==> src/rtl/dtc_pkg.sv <==
// rtl/dtc_pkg.sv - shared frame kinds and header constants for the DTC transmit path
package dtc_pkg;

    // Frame kind handed from the scheduler to the serial transmitter.
    typedef enum logic [1:0] {
        KIND_NONE   = 2'd0,
        KIND_EVENT  = 2'd1,
        KIND_REPLY  = 2'd2,
        KIND_STATUS = 2'd3
    } dtc_kind_t;

    // Frame header words emitted by the transmitter for each kind.
    localparam logic [15:0] HDR_EVENT  = 16'h5C5C;
    localparam logic [15:0] HDR_REPLY  = 16'hF7F7;
    localparam logic [15:0] HDR_STATUS = 16'hDCDC;
    localparam logic [15:0] HDR_SYNC   = 16'hBC50;

endpackage

==> src/rtl/dtc_req_latch.sv <==
// rtl/dtc_req_latch.sv - one-deep pending flag for a pulsed request with sticky overflow
//
// Ports:
//   dtc_clk  in   clock, rising edge
//   rst_n    in   asynchronous active-low reset
//   req      in   1-cycle request pulse
//   clr      in   grant: drop the pending request
//   pend     out  request waiting to be granted
//   ovf      out  sticky: a request arrived while one was already pending
module dtc_req_latch (
    input  logic dtc_clk,
    input  logic rst_n,
    input  logic req,
    input  logic clr,
    output logic pend,
    output logic ovf
);

    always_ff @(posedge dtc_clk or negedge rst_n) begin
        if (!rst_n) begin
            pend <= 1'b0;
            ovf  <= 1'b0;
        end else begin
            // A new pulse wins over a same-cycle grant: the flag re-arms for
            // the new request. Hitting a set flag means one request is lost.
            if (req) begin
                pend <= 1'b1;
                if (pend) begin
                    ovf <= 1'b1;
                end
            end else if (clr) begin
                pend <= 1'b0;
            end
        end
    end

endmodule

==> src/rtl/dtc_tx_sched.sv <==
// rtl/dtc_tx_sched.sv - frame scheduler in front of the DTC serial transmitter
//
// Ports:
//   dtc_clk, rst_n               clock and asynchronous active-low reset
//   rdo_req                      event readout trigger pulse
//   rd_req, rd_addr              register read request pulse and its address
//   rd_data, rd_data_vld         register read data and its valid pulse
//   st_req, status               status request pulse and live status word
//   tx_start, tx_kind            frame start strobe and kind to the transmitter
//   tx_addr, tx_data, tx_status  frame payload held for the frame
//   tx_done                      transmitter finished the current frame
//   busy                         a frame is granted and not yet finished
//   ovf                          sticky {st,rd,rdo} request overflow
//   rd_timeout                   sticky: a reply went out carrying ERR_DATA
module dtc_tx_sched
    import dtc_pkg::*;
#(
    parameter int          MAX_EVT_BURST = 4,
    parameter int          RD_TIMEOUT    = 255,
    parameter logic [31:0] ERR_DATA      = 32'hDEADBEEF
) (
    input  logic        dtc_clk,
    input  logic        rst_n,
    input  logic        rdo_req,
    input  logic        rd_req,
    input  logic [31:0] rd_addr,
    input  logic [31:0] rd_data,
    input  logic        rd_data_vld,
    input  logic        st_req,
    input  logic [15:0] status,
    output logic        tx_start,
    output dtc_kind_t   tx_kind,
    output logic [31:0] tx_addr,
    output logic [31:0] tx_data,
    output logic [15:0] tx_status,
    input  logic        tx_done,
    output logic        busy,
    output logic [2:0]  ovf,
    output logic        rd_timeout
);

    localparam int TO_W = $clog2(RD_TIMEOUT + 1);
    localparam int BU_W = $clog2(MAX_EVT_BURST + 1);

    typedef enum logic [2:0] {
        S_IDLE,
        S_ARB,
        S_WAIT_DATA,
        S_ISSUE,
        S_WAIT_DONE
    } state_t;

    state_t           state;
    logic [TO_W-1:0]  to_cnt;
    logic [BU_W-1:0]  burst_cnt;
    logic             data_got;
    logic [31:0]      pend_addr;

    logic pend_rdo, pend_rd, pend_st;
    logic gnt_ev, gnt_rd, gnt_st;
    logic burst_hold;

    dtc_req_latch u_rdo_latch (
        .dtc_clk (dtc_clk),
        .rst_n   (rst_n),
        .req     (rdo_req),
        .clr     (gnt_ev),
        .pend    (pend_rdo),
        .ovf     (ovf[0])
    );

    dtc_req_latch u_rd_latch (
        .dtc_clk (dtc_clk),
        .rst_n   (rst_n),
        .req     (rd_req),
        .clr     (gnt_rd),
        .pend    (pend_rd),
        .ovf     (ovf[1])
    );

    dtc_req_latch u_st_latch (
        .dtc_clk (dtc_clk),
        .rst_n   (rst_n),
        .req     (st_req),
        .clr     (gnt_st),
        .pend    (pend_st),
        .ovf     (ovf[2])
    );

    // Address of the pending read. A second read while one is pending is
    // dropped, so only accept a new address when the slot is free or being
    // granted this very cycle.
    always_ff @(posedge dtc_clk or negedge rst_n) begin
        if (!rst_n) begin
            pend_addr <= '0;
        end else if (rd_req && (!pend_rd || gnt_rd)) begin
            pend_addr <= rd_addr;
        end
    end

    // Events normally win; after MAX_EVT_BURST back-to-back event grants with
    // a reply or status waiting, the lower kinds get one turn.
    always_comb begin
        gnt_ev     = 1'b0;
        gnt_rd     = 1'b0;
        gnt_st     = 1'b0;
        burst_hold = (burst_cnt == BU_W'(MAX_EVT_BURST)) && (pend_rd || pend_st);
        if (state == S_ARB) begin
            if (pend_rdo && !burst_hold) begin
                gnt_ev = 1'b1;
            end else if (pend_rd) begin
                gnt_rd = 1'b1;
            end else if (pend_st) begin
                gnt_st = 1'b1;
            end
        end
    end

    always_ff @(posedge dtc_clk or negedge rst_n) begin
        if (!rst_n) begin
            state      <= S_IDLE;
            tx_start   <= 1'b0;
            tx_kind    <= KIND_NONE;
            tx_addr    <= '0;
            tx_data    <= '0;
            tx_status  <= '0;
            busy       <= 1'b0;
            rd_timeout <= 1'b0;
            burst_cnt  <= '0;
            to_cnt     <= '0;
            data_got   <= 1'b0;
        end else begin
            case (state)
                S_IDLE: begin
                    if (pend_rdo || pend_rd || pend_st) begin
                        state <= S_ARB;
                    end
                end

                S_ARB: begin
                    if (gnt_ev) begin
                        tx_kind  <= KIND_EVENT;
                        busy     <= 1'b1;
                        tx_start <= 1'b1;
                        state    <= S_ISSUE;
                        // The burst only counts while something else waits.
                        if (pend_rd || pend_st) begin
                            burst_cnt <= burst_cnt + BU_W'(1);
                        end else begin
                            burst_cnt <= '0;
                        end
                    end else if (gnt_rd) begin
                        tx_kind   <= KIND_REPLY;
                        tx_addr   <= pend_addr;
                        busy      <= 1'b1;
                        burst_cnt <= '0;
                        to_cnt    <= '0;
                        data_got  <= 1'b0;
                        state     <= S_WAIT_DATA;
                    end else if (gnt_st) begin
                        tx_kind   <= KIND_STATUS;
                        tx_status <= status;
                        busy      <= 1'b1;
                        tx_start  <= 1'b1;
                        burst_cnt <= '0;
                        state     <= S_ISSUE;
                    end else begin
                        state <= S_IDLE;
                    end
                end

                S_WAIT_DATA: begin
                    // Data is captured one cycle before the start strobe so
                    // the payload is already settled when tx_start rises.
                    if (data_got) begin
                        tx_start <= 1'b1;
                        state    <= S_ISSUE;
                    end else if (rd_data_vld) begin
                        tx_data  <= rd_data;
                        data_got <= 1'b1;
                    end else if (to_cnt == TO_W'(RD_TIMEOUT)) begin
                        tx_data    <= ERR_DATA;
                        rd_timeout <= 1'b1;
                        tx_start   <= 1'b1;
                        state      <= S_ISSUE;
                    end else begin
                        to_cnt <= to_cnt + TO_W'(1);
                    end
                end

                S_ISSUE: begin
                    tx_start <= 1'b0;
                    to_cnt   <= '0;
                    data_got <= 1'b0;
                    state    <= S_WAIT_DONE;
                end

                S_WAIT_DONE: begin
                    if (tx_done) begin
                        busy    <= 1'b0;
                        tx_kind <= KIND_NONE;
                        state   <= S_IDLE;
                    end
                end

                default: begin
                    state <= S_IDLE;
                end
            endcase
        end
    end

endmodule

==> config.mk <==
export PLATFORM = sky130hd
export DESIGN_NAME = dtc_tx_sched
export DESIGN_NICKNAME = d
export VERILOG_FILES = /design/src/rtl/dtc_pkg.sv /design/src/rtl/dtc_req_latch.sv /design/src/rtl/dtc_tx_sched.sv
export SDC_FILE = /design/constraint.sdc
export NUM_CORES = 1
export LEC_CHECK = 0
export BUFFER_PORTS_ARGS = -buffer_cell sky130_fd_sc_hd__buf_4
export CORE_ASPECT_RATIO = 0.7
export CORE_UTILIZATION = 25
export CTS_CLUSTER_DIAMETER = 80
export DETAILED_ROUTE_END_ITERATION = 10
export PLACE_DENSITY_LB_ADDON = 0.08
export SKIP_LAST_GASP = 1
export SYNTH_ARGS = -nofsm -noshare
export SYNTH_HDL_FRONTEND = slang
export SYNTH_HIERARCHICAL = 1
export SYNTH_SLANG_ARGS = --single-unit
==> constraint.sdc <==
create_clock -name dtc_clk -period 2.2 [get_ports dtc_clk]
set_input_delay 0.11 -clock dtc_clk [delete_from_list [all_inputs] [get_ports dtc_clk]]
set_output_delay 0.11 -clock dtc_clk [all_outputs]
set_load 0.05 [all_outputs]
# == After elaboration in Yosys (flattened, before gate mapping) ==
# Index checks and enable logic that the tools add are counted.
# classes
n_addsub,2
n_eq_ne,18
muxes,56
bitwise,4
n_reduce_logical,30
# op_table
cell,n
two-way mux 32 bit,2
two-way mux 8 bit,5
two-way mux 1 bit,27
two-way mux 3 bit,9
one-hot mux 8 bit (3 select lines),1
one-hot mux 3 bit (5 select lines),1
two-way mux 2 bit,7
"inequality test 2 bit, second input constant",7
"inequality test 3 bit, second input constant",4
AND reduction 3 bit,4
AND reduction 4 bit,3
nonzero test 2 bit,5
"adder 8 x 1 -> 8 bit, second input constant",1
"== test 8 bit, second input constant",1
AND reduction 2 bit,4
"== test 3 x 2 -> 1 bit, second input constant",2
"== test 3 bit, second input constant",2
one-hot mux 1 bit (3 select lines),2
AND reduction 6 bit,1
nonzero test 3 bit,2
AND reduction 5 bit,1
logical OR 1 bit,4
"inequality test 4 bit, second input constant",1
inverter 1 bit,4
7 further kinds,10
# totals
ff_bits,138
in_bits,87
out_inout_bits,88
wordCells,128

# == Logic depth before layout (Yosys ltp) ==
# logic_depth
ltp_word,10
depth_mapped,9
ltp_nobuf,7

# == Hierarchy ==
# Netlist, hierarchy kept.
# modules_own_cells
mod,instances,cells_each,area_per_inst_um2,seq_area_each_um2
dtc_tx_sched,1,373,5278.8,3303.2
dtc_req_latch,3,5,68.8,50.0

# == Worst setup path after synthesis ==
# OpenSTA, ideal clock, no wires.
# synth_timing
kind,register to register
startpoint,register to_cnt[0]
endpoint,register to_cnt[2]
setup_time_ns,0.078
arrival_time_ns,1.866
t_required_ns,2.122
path_slack_ns,0.257
path_stages_with_launch,7
synth_period_minus_slack_ns,1.943
cell_sequence,dfrtp_1 -> ha_1 -> and2_4 -> a311o_1 -> buf_6 -> or4_1 -> a21oi_1
# synth_between
elab_chain_len,5
elab_cells_between_ends,8
# synth_lines
element,line_no,rtl
start: declaration,dtc_tx_sched.sv:54,logic [TO_W-1:0] to_cnt;
start signal: assignment,dtc_tx_sched.sv:187,to_cnt <= to_cnt + TO_W'(1);
adder 8 x 1 -> 8 bit,dtc_tx_sched.sv:187,
two-way mux 8 bit,dtc_tx_sched.sv:181,end else if (to_cnt == TO_W'(RD_TIMEOUT)) begin
two-way mux 8 bit,dtc_tx_sched.sv:178,end else if (rd_data_vld) begin
two-way mux 8 bit,dtc_tx_sched.sv:175,if (data_got) begin
one-hot mux 8 bit (3 select lines),dtc_tx_sched.sv:133,case (state)
# Parallel ways exist; a longest one is shown, timed or not. The select of a mux whose other input is x is not followed.
# A chain may end at the register's enable or synchronous reset.

# == Worst setup path in the final report ==
# layout_timing
startpoint,register to_cnt[0]
endpoint,register tx_data[3]
# layout_between
elab_chain_len,3
# layout_lines
element,line_no,rtl
== test 8 bit,dtc_tx_sched.sv:181,
nonzero test 2 bit (no line),-,
AND reduction 3 bit (no line),-,
end signal: assignment,dtc_tx_sched.sv:179,tx_data <= rd_data;
end: declaration,dtc_tx_sched.sv:34,"output logic [31:0] tx_data,"
# No other way between the ends.

==> flow_metrics.env <==
export IMPL_area_growth_pct=58.1
export IMPL_synth_cells=388
export IMPL_grt_start_max_net_pins=61
export IMPL_post_drt_wl_per_cell_um=14.4
export IMPL_outcome="finished with violations"
export IMPL_yosysWarnings=6
export IMPL_nNetsFinal=753
export IMPL_power_leakage_nw=3.99
export IMPL_postSynthAreaPerCell_um2=14.1
export IMPL_async_flop_share_pct=100
export IMPL_slew_viol_final=0
export IMPL_cp_slowest_stage_delay_ns=0.74
export IMPL_synthTopCellsByCount="dfrtp_1 (138), mux2_2 (65), o22a_1 (24)"
export IMPL_synth_area_leader_cell="dfrtp_1"
export IMPL_yosysMostFrequentCell="dfrtp_1"
export IMPL_insertion_delay_ns=0.41
export IMPL_dieWidth_um=179
export IMPL_worst_path_max_fanout=24
export IMPL_hold_buffers=84
export IMPL_relSlewSlack_pct=38.1
export IMPL_fill_cells=2024
export IMPL_dieArea_um2=22500
export IMPL_grt_antenna_before_repair=0
export IMPL_routed_wl_um=13700
export IMPL_synthTopCellsByArea="dfrtp_1 (63%), mux2_2 (13%), o22a_1 (3.8%), mux2_1 (3.1%), a22o_1 (1.3%)"
export IMPL_drc=12
export IMPL_worstPathRequired_ns=2.54
export IMPL_drive_above_1_share_pct=44.0
export IMPL_cp_top_family="compound AO/OA/AOI/OAI gates"
export IMPL_clk_path_buf_depth=2
export IMPL_drtIter0Drc=99
export IMPL_crit_type="flop to flop"
export IMPL_path_clk_slew_ns=0.06
export IMPL_grt_overflow=0
export IMPL_initial_core_util_pct=25.9
export IMPL_grt_pass1_vias=4578
export IMPL_ys_types=49
export IMPL_synth_edf_count=0
export IMPL_period_share_pct=92.6
export IMPL_cts_root_buffer="clkbuf_16"
export IMPL_diodes=0
export IMPL_hpwl_um=9300
export IMPL_design_core_area_um2=21100
export IMPL_h_tree_depth=4
export IMPL_grt_setup_unrepaired="no"
export IMPL_cts_resized=0
export IMPL_cts_sinks=138
export IMPL_skew_ns=0.00936
export IMPL_fin_util_pct=41.0
export IMPL_grt_use_total_pct=13.2
export IMPL_fmax_mhz=491
export IMPL_max_cap_viol_count=0
export IMPL_post_cts_buffers=0
export IMPL_violations="design-rule violations"
export IMPL_ys_ff_latch=138
export IMPL_synth_nets=478
export IMPL_period_needed_ns=2.04
export IMPL_die_h_um=126
export IMPL_synth_area_um2=5490
export IMPL_hold_path_class="input pin to flop"
export IMPL_cts_made_buffers=17
export IMPL_crit_chain="ha_1 -> and2_4 -> and3_2 -> o21a_1 -> o22a_1"
export IMPL_finalHoldViolCount=0
export IMPL_synthFlopType="dfrtp_1"
export IMPL_ant_nets=0
export IMPL_power_density_nw_per_um2=1610
export IMPL_cp_num_buf_inv=0
export IMPL_vias=4174
export IMPL_cp_slowest_cell="o21a_1"
export IMPL_worst_pin_slew_ns=0.929
export IMPL_rows=44
export IMPL_vias_per_cell=4.39
export IMPL_cts_tree="built"
export IMPL_ir_drop_mv=0.662
export IMPL_tns_ns=0
export IMPL_arrival_ns=2.37
export IMPL_setup_violations_final=0
export IMPL_gp_congestion=0.746
export IMPL_grt_pass1_wl_um=23100
export IMPL_ios=175
export IMPL_ys_seq_area_share_pct=63.0
export IMPL_drt_first_pass_iters=8
export IMPL_synth_top_area_share_pct=63.0
export IMPL_numPortBuffers=174
export IMPL_worstSetupEndpointType="flop"
export IMPL_worstSetupStartpointType="flop"
[stage by stage]
step / area, um^2 / worst slack (ns) / power, mW / hold WS [ns] / std cells
5_1_grt: 8670 / 0.0196 / 14.7 / 0.0217 / 951
6_report: 8670 / 0.164 / 13.9 / 0.0260 / 951
3_3_place_gp: 7210 / 0.226 / 10.8 / 0.0553 / 836
2_1_floorplan: 5490 / 0.257 / 8.82 / -0.186 / 388
3_5_place_dp: 7210 / 0.186 / 10.9 / 0.0633 / 836
4_1_cts: 8670 / 0.173 / 14.1 / 0.0124 / 951
[cell families after synthesis]
family,synth area share (%)
flip-flops,63.0
AO/OA/AOI/OAI,11.2
multiplexers,16.4
AND/OR/NAND/NOR,6.16
buffers and inverters,2.53
adder cells (fa/ha/maj),0.684
[worst min-delay path: stages]
cell	delay, ns
buf_4	0.09
nand3_1	0.07
nand2_1	0.06
nand2_1	0.05
[path summary, 6_finish.rpt]
kind,startpoint,end,slack (ns),cells after the start
max,to_cnt[0]$_DFFE_PN0P_,tx_data[3]$_DFFE_PN0P_,0.16,5
min,tx_done,busy$_DFFE_PN0P_,0.03,4
max reg2reg,to_cnt[0]$_DFFE_PN0P_,tx_data[3]$_DFFE_PN0P_,0.16,5
min reg2reg,u_rdo_latch/ovf$_DFFE_PN0P_,u_rdo_latch/ovf$_DFFE_PN0P_,0.45,1
max in group asynchronous,rst_n,pend_addr[25]$_DFFE_PN0P_,1.31,3
min in group asynchronous,rst_n,tx_status[14]$_DFFE_PN0P_,0.18,2
[sequential cells by signal, summed over array words and instances, names as in the netlist]
| signal | cells |
|---|---|
| pend_addr | 32 |
| tx_addr | 32 |
| tx_data | 32 |
| tx_status | 16 |
| to_cnt | 8 |
| burst_cnt | 3 |
| state | 3 |
| tx_kind | 2 |
| busy | 1 |
| data_got | 1 |
| rd_timeout | 1 |
| tx_start | 1 |
| u_rd_latch/ovf | 1 |
| u_rd_latch/pend | 1 |
| u_rdo_latch/ovf | 1 |
| u_rdo_latch/pend | 1 |
| u_st_latch/ovf | 1 |
| u_st_latch/pend | 1 |
[metal layers]
layer  GRT usage [%]  part of all wire [%]  wire, um
met5               0                     0         0
met4            4.14                   1.2       166
met3            4.86                   6.1       842
met2            20.9                    47      6440
met1            16.6                    46      6270
[final cells by class]
class | count | area [um^2] | share of cell area (%)
flip-flops and latches | 138 | 3450 | 39.8
repair buffers | 274 | 2310 | 26.6
multi-input cells | 221 | 1900 | 21.9
clock buffers | 20 | 457 | 5.27
well taps | 276 | 345 | 3.98
clock inverters | 11 | 170 | 1.96
inverters | 11 | 41.3 | 0.476
[cells in the final DEF, fill, tap and decap left out, drive strengths merged, types with 2 or more instances in the layout]
cell	n
nand2b	2
nor3b	2
a21o	9
o22a	24
ha	3
o21ai	6
buf	190
clkinvlp	3
nor2b	2
nor3	5
bufinv	4
nand2	14
clkbuf	20
dfrtp	138
inv	11
a21bo	2
or4b	2
or4	3
a22o	8
nor2	11
o31ai	6
a21oi	11
clkinv	4
dlygate4sd3	84
mux2	80
o41ai	2
and3	2
and2	2
nand3	6
o21a	2
[report_power, final]
group          leakage, nW  internal, mW  total [mW]  switching (mW)
Sequential            1.67          3.68        4.35           0.674
Combinational         2.03          2.53        6.56            4.03
Clock                0.298          1.95        3.02            1.07
Total                 3.99          8.16        13.9            5.78
No activity file was read; power rests on OpenSTA's default activity.
